[src/rtl/mips_exec_control.sv]
// mips_exec_control: single-cycle MIPS main decoder, ALU-control decoder,
// 32-bit ALU with branch evaluation and optional HI/LO registers.
// Define MULDIV_EN to build the multiply/divide unit and the HI/LO registers;
// without it MFHI/MTHI/MFLO/MTLO/MULT/MULTU/DIV/DIVU decode as unrecognised.
module mips_exec_control (
  input  logic        clk,
  input  logic        reset,
  input  logic        clk_enable,
  input  logic        active,
  input  logic [31:0] instr_readdata,
  input  logic [31:0] reg_data_a,
  input  logic [31:0] alu_input,
  output logic [1:0]  pc_sel,
  output logic        branch_is_true,
  output logic        data_write,
  output logic        data_read,
  output logic [3:0]  byte_enable,
  output logic        reg_write_enable,
  output logic [1:0]  reg_addr_sel,
  output logic [1:0]  reg_data_sel,
  output logic        alu_sel,
  output logic        signextend_sel,
  output logic [31:0] alu_result
);

  localparam logic [5:0] OP_RTYPE  = 6'h00;
  localparam logic [5:0] OP_REGIMM = 6'h01;
  localparam logic [5:0] OP_J      = 6'h02;
  localparam logic [5:0] OP_JAL    = 6'h03;
  localparam logic [5:0] OP_BEQ    = 6'h04;
  localparam logic [5:0] OP_BNE    = 6'h05;
  localparam logic [5:0] OP_BLEZ   = 6'h06;
  localparam logic [5:0] OP_BGTZ   = 6'h07;
  localparam logic [5:0] OP_ADDIU  = 6'h09;
  localparam logic [5:0] OP_SLTI   = 6'h0A;
  localparam logic [5:0] OP_SLTIU  = 6'h0B;
  localparam logic [5:0] OP_ANDI   = 6'h0C;
  localparam logic [5:0] OP_ORI    = 6'h0D;
  localparam logic [5:0] OP_XORI   = 6'h0E;
  localparam logic [5:0] OP_LUI    = 6'h0F;
  localparam logic [5:0] OP_LB     = 6'h20;
  localparam logic [5:0] OP_LH     = 6'h21;
  localparam logic [5:0] OP_LW     = 6'h23;
  localparam logic [5:0] OP_LBU    = 6'h24;
  localparam logic [5:0] OP_LHU    = 6'h25;
  localparam logic [5:0] OP_SB     = 6'h28;
  localparam logic [5:0] OP_SH     = 6'h29;
  localparam logic [5:0] OP_SW     = 6'h2B;

  localparam logic [5:0] FN_SLL  = 6'h00;
  localparam logic [5:0] FN_SRL  = 6'h02;
  localparam logic [5:0] FN_SRA  = 6'h03;
  localparam logic [5:0] FN_SLLV = 6'h04;
  localparam logic [5:0] FN_SRLV = 6'h06;
  localparam logic [5:0] FN_SRAV = 6'h07;
  localparam logic [5:0] FN_JR   = 6'h08;
  localparam logic [5:0] FN_JALR = 6'h09;
  localparam logic [5:0] FN_ADDU = 6'h21;
  localparam logic [5:0] FN_SUBU = 6'h23;
  localparam logic [5:0] FN_AND  = 6'h24;
  localparam logic [5:0] FN_OR   = 6'h25;
  localparam logic [5:0] FN_XOR  = 6'h26;
  localparam logic [5:0] FN_SLT  = 6'h2A;
  localparam logic [5:0] FN_SLTU = 6'h2B;

  localparam logic [4:0] RT_BLTZ   = 5'd0;
  localparam logic [4:0] RT_BGEZ   = 5'd1;
  localparam logic [4:0] RT_BLTZAL = 5'd16;
  localparam logic [4:0] RT_BGEZAL = 5'd17;

  localparam logic [4:0] ALU_ZERO = 5'd0;
  localparam logic [4:0] ALU_ADD  = 5'd1;
  localparam logic [4:0] ALU_SUB  = 5'd2;
  localparam logic [4:0] ALU_AND  = 5'd3;
  localparam logic [4:0] ALU_OR   = 5'd4;
  localparam logic [4:0] ALU_XOR  = 5'd5;
  localparam logic [4:0] ALU_SLT  = 5'd6;
  localparam logic [4:0] ALU_SLTU = 5'd7;
  localparam logic [4:0] ALU_SLL  = 5'd8;
  localparam logic [4:0] ALU_SRL  = 5'd9;
  localparam logic [4:0] ALU_SRA  = 5'd10;
  localparam logic [4:0] ALU_SLLV = 5'd11;
  localparam logic [4:0] ALU_SRLV = 5'd12;
  localparam logic [4:0] ALU_SRAV = 5'd13;
  localparam logic [4:0] ALU_LUI  = 5'd14;

  localparam logic [1:0] MEM_NONE = 2'd0;
  localparam logic [1:0] MEM_WORD = 2'd1;
  localparam logic [1:0] MEM_HALF = 2'd2;
  localparam logic [1:0] MEM_BYTE = 2'd3;

`ifdef MULDIV_EN
  localparam logic [5:0] FN_MFHI  = 6'h10;
  localparam logic [5:0] FN_MTHI  = 6'h11;
  localparam logic [5:0] FN_MFLO  = 6'h12;
  localparam logic [5:0] FN_MTLO  = 6'h13;
  localparam logic [5:0] FN_MULT  = 6'h18;
  localparam logic [5:0] FN_MULTU = 6'h19;
  localparam logic [5:0] FN_DIV   = 6'h1A;
  localparam logic [5:0] FN_DIVU  = 6'h1B;

  localparam logic [4:0] ALU_MFHI = 5'd15;
  localparam logic [4:0] ALU_MFLO = 5'd16;

  localparam logic [2:0] HILO_NONE  = 3'd0;
  localparam logic [2:0] HILO_MTHI  = 3'd1;
  localparam logic [2:0] HILO_MTLO  = 3'd2;
  localparam logic [2:0] HILO_MULT  = 3'd3;
  localparam logic [2:0] HILO_MULTU = 3'd4;
  localparam logic [2:0] HILO_DIV   = 3'd5;
  localparam logic [2:0] HILO_DIVU  = 3'd6;
`endif

  logic [5:0]  w_opcode;
  logic [5:0]  w_funct;
  logic [4:0]  w_rt;
  logic [4:0]  w_shamt;
  logic [15:0] w_imm;
  logic        w_aNeg;
  logic        w_aZero;
  logic        w_strobeEn;

  logic [1:0]  w_pcSel;
  logic        w_branch;
  logic        w_regWrite;
  logic        w_memRead;
  logic        w_memWrite;
  logic [1:0]  w_memSize;
  logic [1:0]  w_regAddrSel;
  logic [1:0]  w_regDataSel;
  logic        w_aluSel;
  logic        w_signExt;
  logic [4:0]  w_aluOp;
  logic [31:0] w_aluResult;
  logic [3:0]  w_byteEnable;
  logic        w_unused;

  assign w_opcode = instr_readdata[31:26];
  assign w_rt     = instr_readdata[20:16];
  assign w_shamt  = instr_readdata[10:6];
  assign w_funct  = instr_readdata[5:0];
  assign w_imm    = instr_readdata[15:0];
  assign w_aNeg   = reg_data_a[31];
  assign w_aZero  = (reg_data_a == 32'd0);

  // Every write strobe dies while the core is idle, stalled or held in reset.
  assign w_strobeEn = active & clk_enable & reset;

`ifdef MULDIV_EN
  logic [31:0] r_hi;
  logic [31:0] r_lo;
  logic [2:0]  w_hiloOp;
  logic [63:0] w_prodSigned;
  logic [63:0] w_prodUnsigned;
  logic        w_divByZero;
  logic [31:0] w_divisor;
  logic [31:0] w_quotSigned;
  logic [31:0] w_remSigned;
  logic [31:0] w_quotUnsigned;
  logic [31:0] w_remUnsigned;
  assign w_unused = ^instr_readdata[25:21];
`else
  assign w_unused = ^{clk, instr_readdata[25:21]};
`endif

  // Main and ALU-control decode: selects always follow the instruction,
  // unrecognised encodings fall through to the all-zero defaults.
  always_comb begin
    w_pcSel      = 2'd0;
    w_branch     = 1'b0;
    w_regWrite   = 1'b0;
    w_memRead    = 1'b0;
    w_memWrite   = 1'b0;
    w_memSize    = MEM_NONE;
    w_regAddrSel = 2'd0;
    w_regDataSel = 2'd0;
    w_aluSel     = 1'b0;
    w_signExt    = 1'b0;
    w_aluOp      = ALU_ZERO;
`ifdef MULDIV_EN
    w_hiloOp     = HILO_NONE;
`endif
    case (w_opcode)
      OP_RTYPE: begin
        w_regAddrSel = 2'd1;
        case (w_funct)
          FN_ADDU: begin w_regWrite = 1'b1; w_aluOp = ALU_ADD;  end
          FN_SUBU: begin w_regWrite = 1'b1; w_aluOp = ALU_SUB;  end
          FN_AND:  begin w_regWrite = 1'b1; w_aluOp = ALU_AND;  end
          FN_OR:   begin w_regWrite = 1'b1; w_aluOp = ALU_OR;   end
          FN_XOR:  begin w_regWrite = 1'b1; w_aluOp = ALU_XOR;  end
          FN_SLT:  begin w_regWrite = 1'b1; w_aluOp = ALU_SLT;  end
          FN_SLTU: begin w_regWrite = 1'b1; w_aluOp = ALU_SLTU; end
          FN_SLL:  begin w_regWrite = 1'b1; w_aluOp = ALU_SLL;  end
          FN_SRL:  begin w_regWrite = 1'b1; w_aluOp = ALU_SRL;  end
          FN_SRA:  begin w_regWrite = 1'b1; w_aluOp = ALU_SRA;  end
          FN_SLLV: begin w_regWrite = 1'b1; w_aluOp = ALU_SLLV; end
          FN_SRLV: begin w_regWrite = 1'b1; w_aluOp = ALU_SRLV; end
          FN_SRAV: begin w_regWrite = 1'b1; w_aluOp = ALU_SRAV; end
          FN_JR:   w_pcSel = 2'd3;
          FN_JALR: begin
            w_pcSel      = 2'd3;
            w_regWrite   = 1'b1;
            w_regDataSel = 2'd3;
          end
`ifdef MULDIV_EN
          FN_MFHI:  begin w_regWrite = 1'b1; w_aluOp = ALU_MFHI; end
          FN_MFLO:  begin w_regWrite = 1'b1; w_aluOp = ALU_MFLO; end
          FN_MTHI:  w_hiloOp = HILO_MTHI;
          FN_MTLO:  w_hiloOp = HILO_MTLO;
          FN_MULT:  w_hiloOp = HILO_MULT;
          FN_MULTU: w_hiloOp = HILO_MULTU;
          FN_DIV:   w_hiloOp = HILO_DIV;
          FN_DIVU:  w_hiloOp = HILO_DIVU;
`endif
          default: ;
        endcase
      end
      OP_REGIMM: begin
        case (w_rt)
          RT_BLTZ: begin w_pcSel = 2'd1; w_branch = w_aNeg;  end
          RT_BGEZ: begin w_pcSel = 2'd1; w_branch = ~w_aNeg; end
          RT_BLTZAL: begin
            w_pcSel      = 2'd1;
            w_branch     = w_aNeg;
            w_regWrite   = 1'b1;
            w_regAddrSel = 2'd2;
            w_regDataSel = 2'd3;
          end
          RT_BGEZAL: begin
            w_pcSel      = 2'd1;
            w_branch     = ~w_aNeg;
            w_regWrite   = 1'b1;
            w_regAddrSel = 2'd2;
            w_regDataSel = 2'd3;
          end
          default: ;
        endcase
      end
      OP_BEQ:  begin w_pcSel = 2'd1; w_branch = (reg_data_a == alu_input); end
      OP_BNE:  begin w_pcSel = 2'd1; w_branch = (reg_data_a != alu_input); end
      OP_BLEZ: begin w_pcSel = 2'd1; w_branch = w_aNeg | w_aZero;        end
      OP_BGTZ: begin w_pcSel = 2'd1; w_branch = ~w_aNeg & ~w_aZero;      end
      OP_J:    w_pcSel = 2'd2;
      OP_JAL: begin
        w_pcSel      = 2'd2;
        w_regWrite   = 1'b1;
        w_regAddrSel = 2'd2;
        w_regDataSel = 2'd3;
      end
      OP_ADDIU: begin w_regWrite = 1'b1; w_aluSel = 1'b1; w_signExt = 1'b1; w_aluOp = ALU_ADD;  end
      OP_SLTI:  begin w_regWrite = 1'b1; w_aluSel = 1'b1; w_signExt = 1'b1; w_aluOp = ALU_SLT;  end
      OP_SLTIU: begin w_regWrite = 1'b1; w_aluSel = 1'b1; w_signExt = 1'b1; w_aluOp = ALU_SLTU; end
      OP_ANDI:  begin w_regWrite = 1'b1; w_aluSel = 1'b1; w_aluOp = ALU_AND; end
      OP_ORI:   begin w_regWrite = 1'b1; w_aluSel = 1'b1; w_aluOp = ALU_OR;  end
      OP_XORI:  begin w_regWrite = 1'b1; w_aluSel = 1'b1; w_aluOp = ALU_XOR; end
      OP_LUI:   begin w_regWrite = 1'b1; w_aluSel = 1'b1; w_aluOp = ALU_LUI; end
      OP_LW, OP_LH, OP_LHU, OP_LB, OP_LBU: begin
        w_regWrite = 1'b1;
        w_memRead  = 1'b1;
        w_aluSel   = 1'b1;
        w_aluOp    = ALU_ADD;
        w_signExt  = (w_opcode != OP_LBU) && (w_opcode != OP_LHU);
        if (w_opcode == OP_LW) begin
          w_memSize    = MEM_WORD;
          w_regDataSel = 2'd1;
        end else begin
          w_memSize    = ((w_opcode == OP_LH) || (w_opcode == OP_LHU)) ? MEM_HALF : MEM_BYTE;
          w_regDataSel = 2'd2;
        end
      end
      OP_SW, OP_SH, OP_SB: begin
        w_memWrite = 1'b1;
        w_aluSel   = 1'b1;
        w_signExt  = 1'b1;
        w_aluOp    = ALU_ADD;
        case (w_opcode)
          OP_SW:   w_memSize = MEM_WORD;
          OP_SH:   w_memSize = MEM_HALF;
          default: w_memSize = MEM_BYTE;
        endcase
      end
      default: ;
    endcase
  end

  // ALU datapath; all arithmetic wraps modulo 2^32.
  always_comb begin
    w_aluResult = 32'd0;
    case (w_aluOp)
      ALU_ADD:  w_aluResult = reg_data_a + alu_input;
      ALU_SUB:  w_aluResult = reg_data_a - alu_input;
      ALU_AND:  w_aluResult = reg_data_a & alu_input;
      ALU_OR:   w_aluResult = reg_data_a | alu_input;
      ALU_XOR:  w_aluResult = reg_data_a ^ alu_input;
      ALU_SLT:  w_aluResult = {31'd0, $signed(reg_data_a) < $signed(alu_input)};
      ALU_SLTU: w_aluResult = {31'd0, reg_data_a < alu_input};
      ALU_SLL:  w_aluResult = alu_input << w_shamt;
      ALU_SRL:  w_aluResult = alu_input >> w_shamt;
      ALU_SRA:  w_aluResult = $signed(alu_input) >>> w_shamt;
      ALU_SLLV: w_aluResult = alu_input << reg_data_a[4:0];
      ALU_SRLV: w_aluResult = alu_input >> reg_data_a[4:0];
      ALU_SRAV: w_aluResult = $signed(alu_input) >>> reg_data_a[4:0];
      ALU_LUI:  w_aluResult = {w_imm, 16'd0};
`ifdef MULDIV_EN
      ALU_MFHI: w_aluResult = r_hi;
      ALU_MFLO: w_aluResult = r_lo;
`endif
      default: ;
    endcase
  end

  // Byte lanes follow the low address bits; non-memory ops keep all lanes on.
  always_comb begin
    w_byteEnable = 4'b1111;
    case (w_memSize)
      MEM_HALF: w_byteEnable = w_aluResult[1] ? 4'b1100 : 4'b0011;
      MEM_BYTE: w_byteEnable = 4'b0001 << w_aluResult[1:0];
      default:  ;
    endcase
  end

`ifdef MULDIV_EN
  assign w_prodUnsigned = {32'd0, reg_data_a} * {32'd0, alu_input};
  assign w_prodSigned   = $signed({{32{reg_data_a[31]}}, reg_data_a}) *
                          $signed({{32{alu_input[31]}}, alu_input});
  assign w_divByZero    = (alu_input == 32'd0);
  assign w_divisor      = w_divByZero ? 32'd1 : alu_input;
  assign w_quotSigned   = $signed(reg_data_a) / $signed(w_divisor);
  assign w_remSigned    = $signed(reg_data_a) % $signed(w_divisor);
  assign w_quotUnsigned = reg_data_a / w_divisor;
  assign w_remUnsigned  = reg_data_a % w_divisor;

  // HI/LO update; reset wins over any write, a zero divisor leaves both alone.
  always_ff @(posedge clk) begin
    if (!reset) begin
      r_hi <= 32'd0;
      r_lo <= 32'd0;
    end else if (w_strobeEn) begin
      case (w_hiloOp)
        HILO_MTHI:  r_hi <= reg_data_a;
        HILO_MTLO:  r_lo <= reg_data_a;
        HILO_MULT: begin
          r_hi <= w_prodSigned[63:32];
          r_lo <= w_prodSigned[31:0];
        end
        HILO_MULTU: begin
          r_hi <= w_prodUnsigned[63:32];
          r_lo <= w_prodUnsigned[31:0];
        end
        HILO_DIV: if (!w_divByZero) begin
          r_hi <= w_remSigned;
          r_lo <= w_quotSigned;
        end
        HILO_DIVU: if (!w_divByZero) begin
          r_hi <= w_remUnsigned;
          r_lo <= w_quotUnsigned;
        end
        default: ;
      endcase
    end
  end
`endif

  assign pc_sel           = w_pcSel;
  assign branch_is_true   = w_branch;
  assign data_write       = w_memWrite & w_strobeEn;
  assign data_read        = w_memRead & w_strobeEn;
  assign reg_write_enable = w_regWrite & w_strobeEn;
  assign byte_enable      = w_byteEnable;
  assign reg_addr_sel     = w_regAddrSel;
  assign reg_data_sel     = w_regDataSel;
  assign alu_sel          = w_aluSel;
  assign signextend_sel   = w_signExt;
  assign alu_result       = w_aluResult;

endmodule

[config.mk]
export PLATFORM = sky130hd
export DESIGN_NAME = mips_exec_control
export DESIGN_NICKNAME = d
export VERILOG_FILES = /design/src/rtl/mips_exec_control.sv
export SDC_FILE = /design/constraint.sdc
export NUM_CORES = 1
export LEC_CHECK = 0
export ABC_AREA = 1
export CAP_MARGIN = 10
export CELL_PAD_IN_SITES_DETAIL_PLACEMENT = 2
export CELL_PAD_IN_SITES_GLOBAL_PLACEMENT = 2
export CORE_MARGIN = 2
export CORE_UTILIZATION = 31
export DETAILED_ROUTE_END_ITERATION = 10
export PLACE_DENSITY_LB_ADDON = 0.1
export SLEW_MARGIN = 10
export SYNTH_ARGS = -nofsm -noshare
export SYNTH_HDL_FRONTEND = slang
export SYNTH_SLANG_ARGS = --single-unit
[constraint.sdc]
create_clock -name vclk -period 6.7
set_input_delay 1.005 -clock vclk [all_inputs]
set_output_delay 1.005 -clock vclk [all_outputs]
set_load 0.02 [all_outputs]
==> results by group <==
STA
  – Slew Viols, Final: 0
  – Tcrit/Tclk final: 0.9713
  – RSZ-0062 raised after global routing: false
  – Slew @ Worst Pin: 0.7527 ns
  – Setup TNS: 0 ns
  – F_max: 0.1537 GHz
  – Slew headroom: 0.4936
  – Final Hold Vio Count: 0
  – Final setup viols: 0
  – Minimum clock period after layout: around 6.5 ns
  – Hold slack: approximately 3.1 ns

Synth
  – Count of cell types in the netlist: 63
  – Mean post-synth cell area: 5.148 µm²
  – Syn nets: 2419
  – Mapped Area: ~11000 µm²
  – Synth warn: 0
  – Sequential fraction of the synthesis area: 0
  – Mapped Cells: 2221

Cells and area
  – Final-layout clock buffer total: 0
  – Final core occ: 0.3838
  – Filler cells: 4860
  – Area Overhead vs Synth: 22.29%
  – Most common cell after layout, fill and taps aside: nand2_1
  – Most frequent cells in the layout: nand2_1 (622), nand3_1 (380), inv_1 (210)
  – FFs & Latches: 0
  – Reg area: 0 µm²
  – Layout cells sized above 1: 0.09644
  – NumNets Final: between 2000 and 3000

Critical path
  – Critical Path Source: reg_data_a[2]
  – CP max stage cell: clkdlybuf4s50_1
  – Worst setup EP type: primary output
  – CP most frequent cell: nand2_1
  – CP cell instances: clkdlybuf4s50_1, inv_1, ha_1, nand3_1, nand3_1, a21oi_1, o21ai_0, a21boi_1, buf_4, o21ai_0, nand2_1, nand2_1, nand2_1, nand3_1, nand4_1, a21oi_1, nand2_1, a21oi_1, nand2_1, clkdlybuf4s50_1
  – Worst Setup Start Kind: input pin
  – Crit Path Class: in -> out
  – Sum of buffers and inverters on the critical path: 4
  – Peak fanout along the critical path: 8
  – CP required: approximately 5.7 ns
  – Crit-path max cell delay: between 0.6 and 0.7 ns
  – Worst path arrival time: 5.50 ns
  – CP top delay family: buffers and inverters

Die
  – # rows: 70
  – Die area: 38440 µm²
  – Initial Util: 0.3138
  – Core area: around 36000 µm²
  – Ports: 148
  – Die height: 196.1 µm
  – Die X: a little under 200 µm

Drt
  – Drt total wl: 77920 µm
  – DR pass1 iterations: 5
  – Via Count: 17350
  – WL/cell: 27.29 µm
  – Vias/cell: 6.076
  – Detailed-route DRC error count: 0
  – Initial DRC Count: 1396
  – Post-DRT Antenna Nets: 0

GRT
  – Largest net degree at the start of global routing: 55
  – Global route overflow: 0
  – Vias in the first global route: ~18000
  – Initial antenna violation count: 4
  – All-Layer GR Usage: 0.3942
  – First-pass GRT wire length: 114800 µm

Hold path
  – Hold path depth: 4
  – Type of the most critical hold path: in -> out
  – Worst Min Path Start: instr_readdata[27]
  – Worst Hold End: pc_sel[1]

Power
  – Leak Pwr: 6.736 nW
  – Power Density: 91.33 nW/µm²
  – Max VDD drop: around 0.000062 V

Flow run
  – MaxCap Viol Count: 0

Placed design
  – Placed wire-length estimate: 66850 µm
  – PortBufs: 142
  – Routability cong.: 1.016

Status
  – Outcome: complete, no violations
stage by stage:
step | worst slack, ns | total power (W) | instances | cell area (µm²)
final | 0.1923 | 0.001277 | 2855 | 13980
after global routing | 0.002796 | 0.001361 | 2853 | 13980
after CTS | 0.07070 | 0.001237 | 2847 | 13860
after detailed placement | 0.1022 | 0.001231 | 2847 | 13860
after global placement | 0.2176 | 0.001188 | 2847 | 13860
after floorplan | 2.148 | 0.0006701 | 2221 | 11430
worst max path at each step:
stage	end	slack, ns	cells after the start
2_1_floorplan	alu_result[20]	2.15	16
3_3_place_gp	alu_result[24]	0.22	17
3_5_place_dp	alu_result[23]	0.10	23
4_1_cts	alu_result[23]	0.07	23
5_1_grt	alu_result[15]	0.003	24
6_report	alu_result[18]	0.19	20
logic make-up (layout without fill, tap and decap cells):
logic type | count (synthesis) | after routing | share of synthesized area
adders and majority gates | 98 | 98 | 0.1085
and+or+nand+nor | 1286 | 1286 | 0.5021
other | 0 | 2 | 0
xor gates and xnor gates | 13 | 13 | 0.009957
AOI/OAI and AO/OA | 479 | 479 | 0.2497
buffers and inverters | 343 | 507 | 0.1279
muxes | 2 | 2 | 0.001751
tightest hold or removal path: stages:
cell             delay (ns)
dlymetal6s2s_1         0.25
inv_1                  0.19
o31ai_1                0.11
clkdlybuf4s50_1        0.53
synth_stat cells (31+ instances only):
cell / n / share of area
o21ai_0: 157 / 0.069
buf_2: 36 / 0.016
nand3_1: 381 / 0.17
inv_1: 211 / 0.069
ha_1: 96 / 0.11
a21oi_1: 138 / 0.060
nand2_1: 622 / 0.20
nor2_1: 147 / 0.048
o211ai_1: 38 / 0.025
o21ai_1: 35 / 0.015
nand4_1: 31 / 0.017
clkbuf_1: 53 / 0.017
where the power goes:
part              internal [W]  switching, W        total (W)
clock          0.0000000000667             0  0.0000000000667
sequential                   0             0                0
combinational         0.000420      0.000857          0.00128
per-layer routing:
metal	vias to the layer above	global-route usage	routed length, µm
li1	7871	-	-
met1	8634	0.5241	33710
met2	674	0.6377	34650
met3	167	0.04470	5291
met4	2	0.1829	4263
met5	-	0	11
area by class of cell:
class,instances,area [µm²],area share
multi-input cells,1878,10010,0.7157
well taps,468,585.6,0.04188
repair buffers,279,2522,0.1804
inverters,228,862.1,0.06165
diodes,2,5.005,0.0003579
timing repair:
action                     4_1_cts  5_1_grt
hold buffers                     0        0
gates resized for setup          0       20
buffers inserted                 0        6
setup endpoints to repair        0       20
Power figures use the tool's default switching activity.
